==> src/rtl/keccak_arbiter.sv <==
// Round-robin arbiter sharing one keccak core between N_REQ requesters.
// A grant covers one whole job: the header, its input words and its output words.
module keccak_arbiter #(
  parameter int unsigned N_REQ = 2,
  parameter int unsigned W     = 64,
  parameter int unsigned CNT_W = 30
) (
  input  logic               clk,
  input  logic               rst,
  input  logic [N_REQ-1:0]   req_valid_i,
  input  logic [N_REQ*W-1:0] req_data_i,
  output logic [N_REQ-1:0]   req_ready_o,
  output logic [N_REQ-1:0]   rsp_valid_o,
  output logic [N_REQ*W-1:0] rsp_data_o,
  input  logic [N_REQ-1:0]   rsp_ready_i,
  output logic               core_valid_o,
  output logic [W-1:0]       core_data_o,
  input  logic               core_ready_i,
  input  logic               core_valid_i,
  input  logic [W-1:0]       core_data_i,
  output logic               core_ready_o,
  output logic [N_REQ-1:0]   grant_o,
  output logic               busy_o
);

  localparam int unsigned IDX_W = $clog2(N_REQ);

  localparam logic [1:0] S_IDLE    = 2'd0;
  localparam logic [1:0] S_HEADER  = 2'd1;
  localparam logic [1:0] S_ABSORB  = 2'd2;
  localparam logic [1:0] S_SQUEEZE = 2'd3;

  logic [1:0]       state_q, state_d;
  logic [IDX_W-1:0] ptr_q, ptr_d;
  logic [IDX_W-1:0] owner_q, owner_d;
  logic [N_REQ-1:0] grant_q, grant_d;
  logic [CNT_W-1:0] in_cnt_q, in_cnt_d;
  logic [CNT_W-1:0] out_cnt_q, out_cnt_d;

  logic [W-1:0]     own_data;
  logic             own_valid;
  logic             own_rsp_ready;
  logic             in_phase;
  logic             out_phase;
  logic             in_hs;
  logic             out_hs;
  logic             done;
  logic [32:0]      in_sum;
  logic [32:0]      out_sum;
  logic [CNT_W-1:0] in_words;
  logic [CNT_W-1:0] out_words;
  logic             pick_found;
  logic [IDX_W-1:0] pick_idx;
  logic [IDX_W-1:0] cand;

  // Owner selection is an AND-OR mux on the one-hot grant.
  always_comb begin
    own_data      = '0;
    own_valid     = |(req_valid_i & grant_q);
    own_rsp_ready = |(rsp_ready_i & grant_q);
    for (int unsigned i = 0; i < N_REQ; i++) begin
      if (grant_q[i]) begin
        own_data = own_data | req_data_i[i*W +: W];
      end
    end
  end

  always_comb begin
    in_phase     = (state_q == S_HEADER) || (state_q == S_ABSORB);
    out_phase    = (state_q == S_SQUEEZE);
    core_valid_o = in_phase & own_valid;
    core_data_o  = own_data;
    core_ready_o = out_phase & own_rsp_ready;
    req_ready_o  = (in_phase && core_ready_i) ? grant_q : '0;
    rsp_valid_o  = (out_phase && core_valid_i) ? grant_q : '0;
    rsp_data_o   = {N_REQ{core_data_i}};
    in_hs        = core_valid_o & core_ready_i;
    out_hs       = core_valid_i & core_ready_o;
    grant_o      = grant_q;
    busy_o       = (state_q != S_IDLE);
    in_sum       = {1'b0, own_data[31:0]} + 33'd7;
    out_sum      = {1'b0, own_data[63:32]} + 33'd7;
    in_words     = CNT_W'(in_sum >> 3);
    out_words    = CNT_W'(out_sum >> 3);
  end

  // First valid requester at or after ptr, wrapping modulo N_REQ.
  always_comb begin
    pick_found = 1'b0;
    pick_idx   = '0;
    cand       = '0;
    for (int unsigned k = 0; k < N_REQ; k++) begin
      cand = IDX_W'((32'(ptr_q) + k) % N_REQ);
      if (!pick_found && req_valid_i[cand]) begin
        pick_found = 1'b1;
        pick_idx   = cand;
      end
    end
  end

  always_comb begin
    state_d   = state_q;
    ptr_d     = ptr_q;
    owner_d   = owner_q;
    grant_d   = grant_q;
    in_cnt_d  = in_cnt_q;
    out_cnt_d = out_cnt_q;
    done      = 1'b0;
    case (state_q)
      S_IDLE: begin
        if (pick_found) begin
          owner_d = pick_idx;
          for (int unsigned i = 0; i < N_REQ; i++) begin
            grant_d[i] = (pick_idx == IDX_W'(i));
          end
          state_d = S_HEADER;
        end
      end
      S_HEADER: begin
        if (in_hs) begin
          in_cnt_d  = in_words;
          out_cnt_d = out_words;
          if (in_words != '0)       state_d = S_ABSORB;
          else if (out_words != '0) state_d = S_SQUEEZE;
          else                      done    = 1'b1;
        end
      end
      S_ABSORB: begin
        if (in_hs) begin
          in_cnt_d = in_cnt_q - 1'b1;
          if (in_cnt_q == CNT_W'(1)) begin
            if (out_cnt_q != '0) state_d = S_SQUEEZE;
            else                 done    = 1'b1;
          end
        end
      end
      default: begin
        if (out_hs) begin
          out_cnt_d = out_cnt_q - 1'b1;
          if (out_cnt_q == CNT_W'(1)) done = 1'b1;
        end
      end
    endcase
    // The freed owner drops to lowest priority for the next arbitration.
    if (done) begin
      state_d = S_IDLE;
      grant_d = '0;
      ptr_d   = (owner_q == IDX_W'(N_REQ - 1)) ? '0 : owner_q + 1'b1;
    end
  end

  always_ff @(posedge clk) begin
    if (rst) begin
      state_q   <= S_IDLE;
      ptr_q     <= '0;
      owner_q   <= '0;
      grant_q   <= '0;
      in_cnt_q  <= '0;
      out_cnt_q <= '0;
    end else begin
      state_q   <= state_d;
      ptr_q     <= ptr_d;
      owner_q   <= owner_d;
      grant_q   <= grant_d;
      in_cnt_q  <= in_cnt_d;
      out_cnt_q <= out_cnt_d;
    end
  end

endmodule

==> config.mk <==
export PLATFORM = sky130hd
export DESIGN_NAME = keccak_arbiter
export DESIGN_NICKNAME = d
export VERILOG_FILES = /design/src/rtl/keccak_arbiter.sv
export SDC_FILE = /design/constraint.sdc
export NUM_CORES = 1
export LEC_CHECK = 0
export ABC_AREA = 1
export BUFFER_PORTS_ARGS = -buffer_cell sky130_fd_sc_hd__buf_2
export CORE_AREA = 4 4 152 154
export DETAILED_ROUTE_END_ITERATION = 7
export DIE_AREA = 0 0 156 158
export GPL_TIMING_DRIVEN = 0
export PLACE_DENSITY_LB_ADDON = 0.1
export RECOVER_POWER = 50
export SETUP_SLACK_MARGIN = 0.02
export SYNTH_ARGS = -nofsm -noshare
export SYNTH_HDL_FRONTEND = slang
export SYNTH_SLANG_ARGS = --single-unit
==> constraint.sdc <==
create_clock -name clk -period 2.4 [get_ports clk]
set_input_delay 0.24 -clock clk [delete_from_list [all_inputs] [get_ports clk]]
set_output_delay 0.24 -clock clk [all_outputs]
set_load 0.01 [all_outputs]
# After elaboration in Yosys (flattened, before gate mapping)
# Cells that the tools add are included.
dict set report totals {
  register_bits 66
  input_bits 200
  output_inout_bits 201
  word_cells 91
}
dict set report classes {
  addsub 6
  order_cmp 2
  n_eq_ne 11
  n_mux 36
  bitwise 9
  reduce_logical 21
}
# cell n
set op_table {}
lappend op_table {{64-bit two-way mux} 2}
lappend op_table {{30-bit two-way mux} 4}
lappend op_table {{30-bit case mux with 2 select lines} 2}
lappend op_table {{30-bit nonzero test} 3}
lappend op_table {{32-bit by 3-bit adder with 33-bit output (second input constant)} 2}
lappend op_table {{64-bit OR} 1}
lappend op_table {{30-bit by 1-bit == test with 1-bit output (second input constant)} 2}
lappend op_table {{30-bit by 1-bit subtractor with 30-bit output (second input constant)} 2}
lappend op_table {{2-bit two-way mux} 9}
lappend op_table {{1-bit two-way mux} 17}
lappend op_table {{2-bit OR reduction} 4}
lappend op_table {{7-bit AND reduction} 1}
lappend op_table {{2-bit inequality test (second input constant)} 3}
lappend op_table {{2-bit case mux with 3 select lines} 1}
lappend op_table {{3-bit AND reduction} 2}
lappend op_table {{2-bit nonzero test} 3}
lappend op_table {{1-bit bitwise AND} 4}
lappend op_table {{2-bit bitwise AND} 2}
lappend op_table {{2-bit == test (second input constant)} 2}
lappend op_table {{1-bit by 2-bit < comparator with 1-bit output (second input constant)} 2}
lappend op_table {{2-bit by 1-bit inequality test with 1-bit output (second input constant)} 2}
lappend op_table {{1-bit logical AND} 3}
lappend op_table {{3-bit by 1-bit inequality test with 1-bit output (second input constant)} 1}
lappend op_table {{1-bit case mux with 3 select lines} 1}
lappend op_table {{8 further kinds} 10}

# Logic depth before layout (Yosys ltp)
dict set report depth {
  ltp_word 10
  mapped_depth 23
  ltp_nobuf 20
}

# Worst setup path after synthesis
# No wires, ideal clock.
dict set report synth_timing {
  path_type {register to register}
  from {register grant_q[0] (netlist: grant_o[0])}
  to {register state_q[0]}
  setup_ps 120
  arrival_ps 2218
  t_required_ps 2280
  path_slack_ps 62
  path_stages_with_launch 22
  path_buffers 2
  period_less_slack_ps 2338
  path_cell_list {dfxtp_1 -> buf_4 -> buf_6 -> nand2_1 -> nand2_1 -> nand2_1 -> nor2_2 -> nand2_4 -> nor2_4 -> nand2_1 -> nand2_1 -> nand2_1 -> nor2_1 -> nand2_1 -> nor2_1 -> nand2_1 -> nor2_2 -> nand2_1 -> nand2_1 -> nand2_1 -> nand3_1 -> a21oi_1}
}
dict set report synth_between {
  elab_chain_cells 10
  elab_cells_between_ends 29
  classes_between {add/sub: 2; eq/ne: 3; mux: 11; bitwise: 7; reduce/logical: 6}
}
# item line
set synth_lines {}
lappend synth_lines {{from (decl)} 36} ;# logic [N_REQ-1:0] grant_q, grant_d;
lappend synth_lines {{from (signal assigned)} 164} ;# grant_q <= grant_d;
lappend synth_lines {{64-bit two-way mux *} 62} ;# if (grant_q[i]) begin
lappend synth_lines {{64-bit OR} 63} ;# own_data = own_data | req_data_i[i*W +: W];
lappend synth_lines {{64-bit two-way mux *} 62}
lappend synth_lines {{via core_data_o[37]} 17} ;# output logic [W-1:0] core_data_o,
lappend synth_lines {{32-bit by 3-bit adder with 33-bit output *} 82} ;# out_sum = {1'b0, own_data[63:32]} + 33'd7;
lappend synth_lines {{30-bit nonzero test *} 124} ;# else if (out_words != '0) state_d = S_SQUEEZE;
lappend synth_lines {{1-bit two-way mux} 124}
lappend synth_lines {{1-bit two-way mux} 123} ;# if (in_words != '0) state_d = S_ABSORB;
lappend synth_lines {{1-bit two-way mux} 120} ;# if (in_hs) begin
lappend synth_lines {{1-bit case mux with 3 select lines} 109} ;# case (state_q)
lappend synth_lines {{2-bit OR reduction (no source line)} -}
lappend synth_lines {{to (signal assigned)} 161} ;# state_q <= state_d;
lappend synth_lines {{to (decl)} 33} ;# logic [1:0] state_q, state_d;
# Mark *: on every way through the listed nets, which the timed path passes. The rest lies on a longest branch. The select of a mux whose other input is x is not followed.
# A chain may end at the register's enable or synchronous reset.

# Final worst setup path
dict set report layout_timing {
  from {register grant_q[0] (netlist: grant_o[0])}
  to {register grant_q[1] (netlist: grant_o[1])}
}
dict set report layout_between {
  elab_chain_cells 10
  elab_cells_between_ends 22
  classes_between {add/sub: 2; mux: 8; bitwise: 7; reduce/logical: 5}
}
# item line
set layout_lines {}
lappend layout_lines {{64-bit two-way mux} 62}
lappend layout_lines {{64-bit OR} 63}
lappend layout_lines {{64-bit two-way mux} 62}
lappend layout_lines {{32-bit by 3-bit adder with 33-bit output} 82}
lappend layout_lines {{30-bit nonzero test} 124}
lappend layout_lines {{1-bit two-way mux} 124}
lappend layout_lines {{1-bit two-way mux} 123}
lappend layout_lines {{1-bit two-way mux} 120}
lappend layout_lines {{1-bit case mux with 3 select lines *} 109}
lappend layout_lines {{2-bit OR reduction (no source line) *} -}
# Every way passes the cells marked *; elsewhere a longest branch is shown, timed or not.

==> flow_metrics.env <==
export IMPL_yosysWarnings=0
export IMPL_n_antenna_cell=0
export IMPL_synth_edf_count=0
export IMPL_area_delta_synth_final_pct=56.6
export IMPL_fp_dieW_um=156
export IMPL_multi_input_area_um2=6490
export IMPL_async_flop_share_pct=0
export IMPL_drv_slew=0
export IMPL_grt_max_degree=12
export IMPL_nets=2098
export IMPL_synth_cells=1442
export IMPL_gr_total_overflow=0
export IMPL_dpl_cell_area_um2=10200
export IMPL_slew_headroom_pct=51.7
export IMPL_yosysSeqAreaShare_pct=16.2
export IMPL_total_power_mw=10.5
export IMPL_cts_tree="done"
export IMPL_numCtsBuffers=9
export IMPL_start_util_pct=37.5
export IMPL_yosysMostFrequentCell="nand2_1"
export IMPL_grt_usage_pct=28.2
export IMPL_cts_hold_buf=0
export IMPL_peakVddDrop_v=0.000408
export IMPL_core_um2=21700
export IMPL_drt_iter0_drc=797
export IMPL_cap_violations=0
export IMPL_violations="setup timing"
export IMPL_drt_total_wl_um=39200
export IMPL_wl_per_cell_um=18.0
export IMPL_first_pass_iters=5
export IMPL_vias=11100
export IMPL_yosys_register_bits=66
export IMPL_tightest_slew_ps=724
export IMPL_place_gp_congestion=0.970
export IMPL_clock_latency_ps=340
export IMPL_ys_types=42
export IMPL_hold_viol_final=0
export IMPL_root_buffer="clkbuf_16"
export IMPL_grt_pass1_wl_um=54400
export IMPL_synth_flop_cell="dfxtp_1"
export IMPL_synth_common_cells="nand2_1 (487), nor2_1 (195), buf_4 (132), inv_1 (105), nand3_1 (76)"
export IMPL_row_count=54
export IMPL_synthTopCellsByArea="nand2_1 (22%), dfxtp_1 (16%), buf_4 (12%), nor2_1 (9.0%), inv_1 (4.8%)"
export IMPL_fp_dieArea_um2=24600
export IMPL_max_freq_mhz=366
export IMPL_drc=0
export IMPL_cts_buffer_depth=2
export IMPL_fin_skew_ps=5.73
export IMPL_critPathArrivalTime_ps=2960
export IMPL_die_y_um=158
export IMPL_avgSynthCellArea_um2=5.65
export IMPL_numPortBuffers=336
export IMPL_antenna_found_initial=0
export IMPL_p_per_area_nw_per_um2=823
export IMPL_clk_pin_slew_worst_paths_ps=60
export IMPL_syn_nets=1651
export IMPL_period_needed_ps=2730
export IMPL_critPathLaunchType="flip-flop"
export IMPL_ant_nets=0
export IMPL_fillers=2137
export IMPL_ff_latch_area_um2=1330
export IMPL_outcome="complete, but fails checks"
export IMPL_rsz0062_at_grt="true"
export IMPL_cp_max_fo=7
export IMPL_fin_ws_ps=-333
export IMPL_fin_area_um2=12700
export IMPL_viasPerCell=5.11
export IMPL_cp_required_ps=2620
export IMPL_grt_pass1_vias=9980
export IMPL_critPathKind="reg -> reg"
export IMPL_drive_gt1_share_pct=42.0
export IMPL_htree_levels=3
export IMPL_synth_top_area_cell="nand2_1"
export IMPL_p_leak_nw=6.16
export IMPL_setup_viol=13
export IMPL_post_route_period_util_pct=114
export IMPL_dp_hpwl_um=30200
export IMPL_cts_sinks=66
export IMPL_setup_tns_ps=-1680
export IMPL_end_kind="flip-flop"
export IMPL_syn_area_um2=8140
export IMPL_yosys_area_top_type_share_pct=22.5
export IMPL_hold_path_class="in -> reg"
export IMPL_pin_count=401
metal layers:
| metal | vias up | global-route usage (%) | share of wire [%] |
|---|---|---|---|
| li1 | 5375 | - | - |
| met1 | 5151 | 35.1 | 39 |
| met2 | 516 | 50.3 | 50 |
| met3 | 69 | 3.42 | 7.5 |
| met4 | 0 | 9.71 | 3.6 |
| met5 | - | 0 | 0 |
kinds of logic (layout without fill, tap and decap cells):
kind of cell	Yosys count	after routing	synth area share, %
AND/OR/NAND/NOR	866	866	45.0
buffers and inverters	285	737	20.1
adder cells (fa/ha/maj)	9	9	1.38
AO/OA/AOI/OAI	171	171	12.5
flip-flops	66	66	16.2
XOR/XNOR	45	45	4.84
what timing repair did:
item,4_1_cts,5_1_grt
gates cloned,2,6
setup endpoints to repair,65,65
setup buffers,27,67
resized for setup,141,292
pin swaps,22,112
state kept, by name, indices dropped and copies added, names as in the netlist:
signal / flops
grant_o: 2
in_cnt_q: 30
state_q: 2
out_cnt_q: 30
ptr_q: 1
owner_q: 1
through the flow:
| stage | hold WS, ps | setup WS, ps | util, % | instances |
|---|---|---|---|---|
| floorplan | 440 | 62.1 | - | 1442 |
| detailed placement | 460 | -753 | 46.9 | 2058 |
| global placement | 455 | -745 | 46.9 | 2058 |
| global route | 367 | -495 | 58.8 | 2174 |
| CTS | 302 | -310 | 51.8 | 2102 |
| finish | 325 | -333 | 58.8 | 2174 |
power breakdown:
group	switching [mW]	total, mW	internal [mW]
combinational	4.58	7.63	3.05
clock	0.522	1.46	0.935
sequential	0.164	1.41	1.24
worst paths after layout:
| kind | from | end | slack (ps) | cells past startpoint |
|---|---|---|---|---|
| setup / recovery | grant_o[0]$_SDFFE_PP0P_ | grant_o[1]$_SDFFE_PP0P_ | -330 | 20 |
| hold / removal | req_valid_i[1] | owner_q$_SDFFE_PP0P_ | 330 | 5 |
| setup reg to reg | grant_o[0]$_SDFFE_PP0P_ | grant_o[1]$_SDFFE_PP0P_ | -330 | 20 |
| hold reg to reg | owner_q$_SDFFE_PP0P_ | owner_q$_SDFFE_PP0P_ | 470 | 2 |
placed cells by master (no fill, tap or decap), types with 3 or more instances in the layout:
master     instances
o22ai_1            3
buf_2            226
buf_4            221
nor2_1           112
xor2_1            17
buf_12            10
nand3b_1          20
nand2_4           56
nand2_1          360
o21ai_1            5
nor3_1            17
nand3_1           67
a22o_1             3
nor2_2            44
or2_2              6
inv_1             99
nor2_4            54
clkbuf_1         132
nor3_4             3
clkbuf_2           5
nand4_1            5
nand3_4            3
nand3_2            7
nor4_1             6
a221oi_1           5
o211ai_1          38
ha_1               7
clkbuf_16         15
o21ai_0           34
nand2_2           92
xnor2_1           25
buf_8              7
a21oi_1           66
inv_2              7
dfxtp_1           64
buf_6              4
a31oi_1            4
nand2_8            5
cell type report:
cell class / count / share of cell area, %
plain buffers: 174 / 10.9
repair buffers: 438 / 19.3
clock inverters: 5 / 0.608
flip-flops and latches: 66 / 10.4
inverters: 109 / 3.26
well taps: 280 / 2.75
clock buffers: 11 / 1.90
multi-input cells: 1091 / 50.9
worst max-delay path: stages, from the launching register on:
cell	delay, ps
dfxtp_4	370
buf_12	150
buf_12	160
nand2_2	70
nand2_4	110
nand2_4	70
nor2_4	180
buf_4	140
buf_4	100
nand3_2	70
xor2_2	160
nor2_1	90
nand2_1	60
nor2_1	130
nand3_1	140
nor2_4	180
nand2_1	70
nand2_1	70
nand2_2	100
nand3_4	120
nor2_4	70
Note: power is estimated with default switching activity, not from simulation.
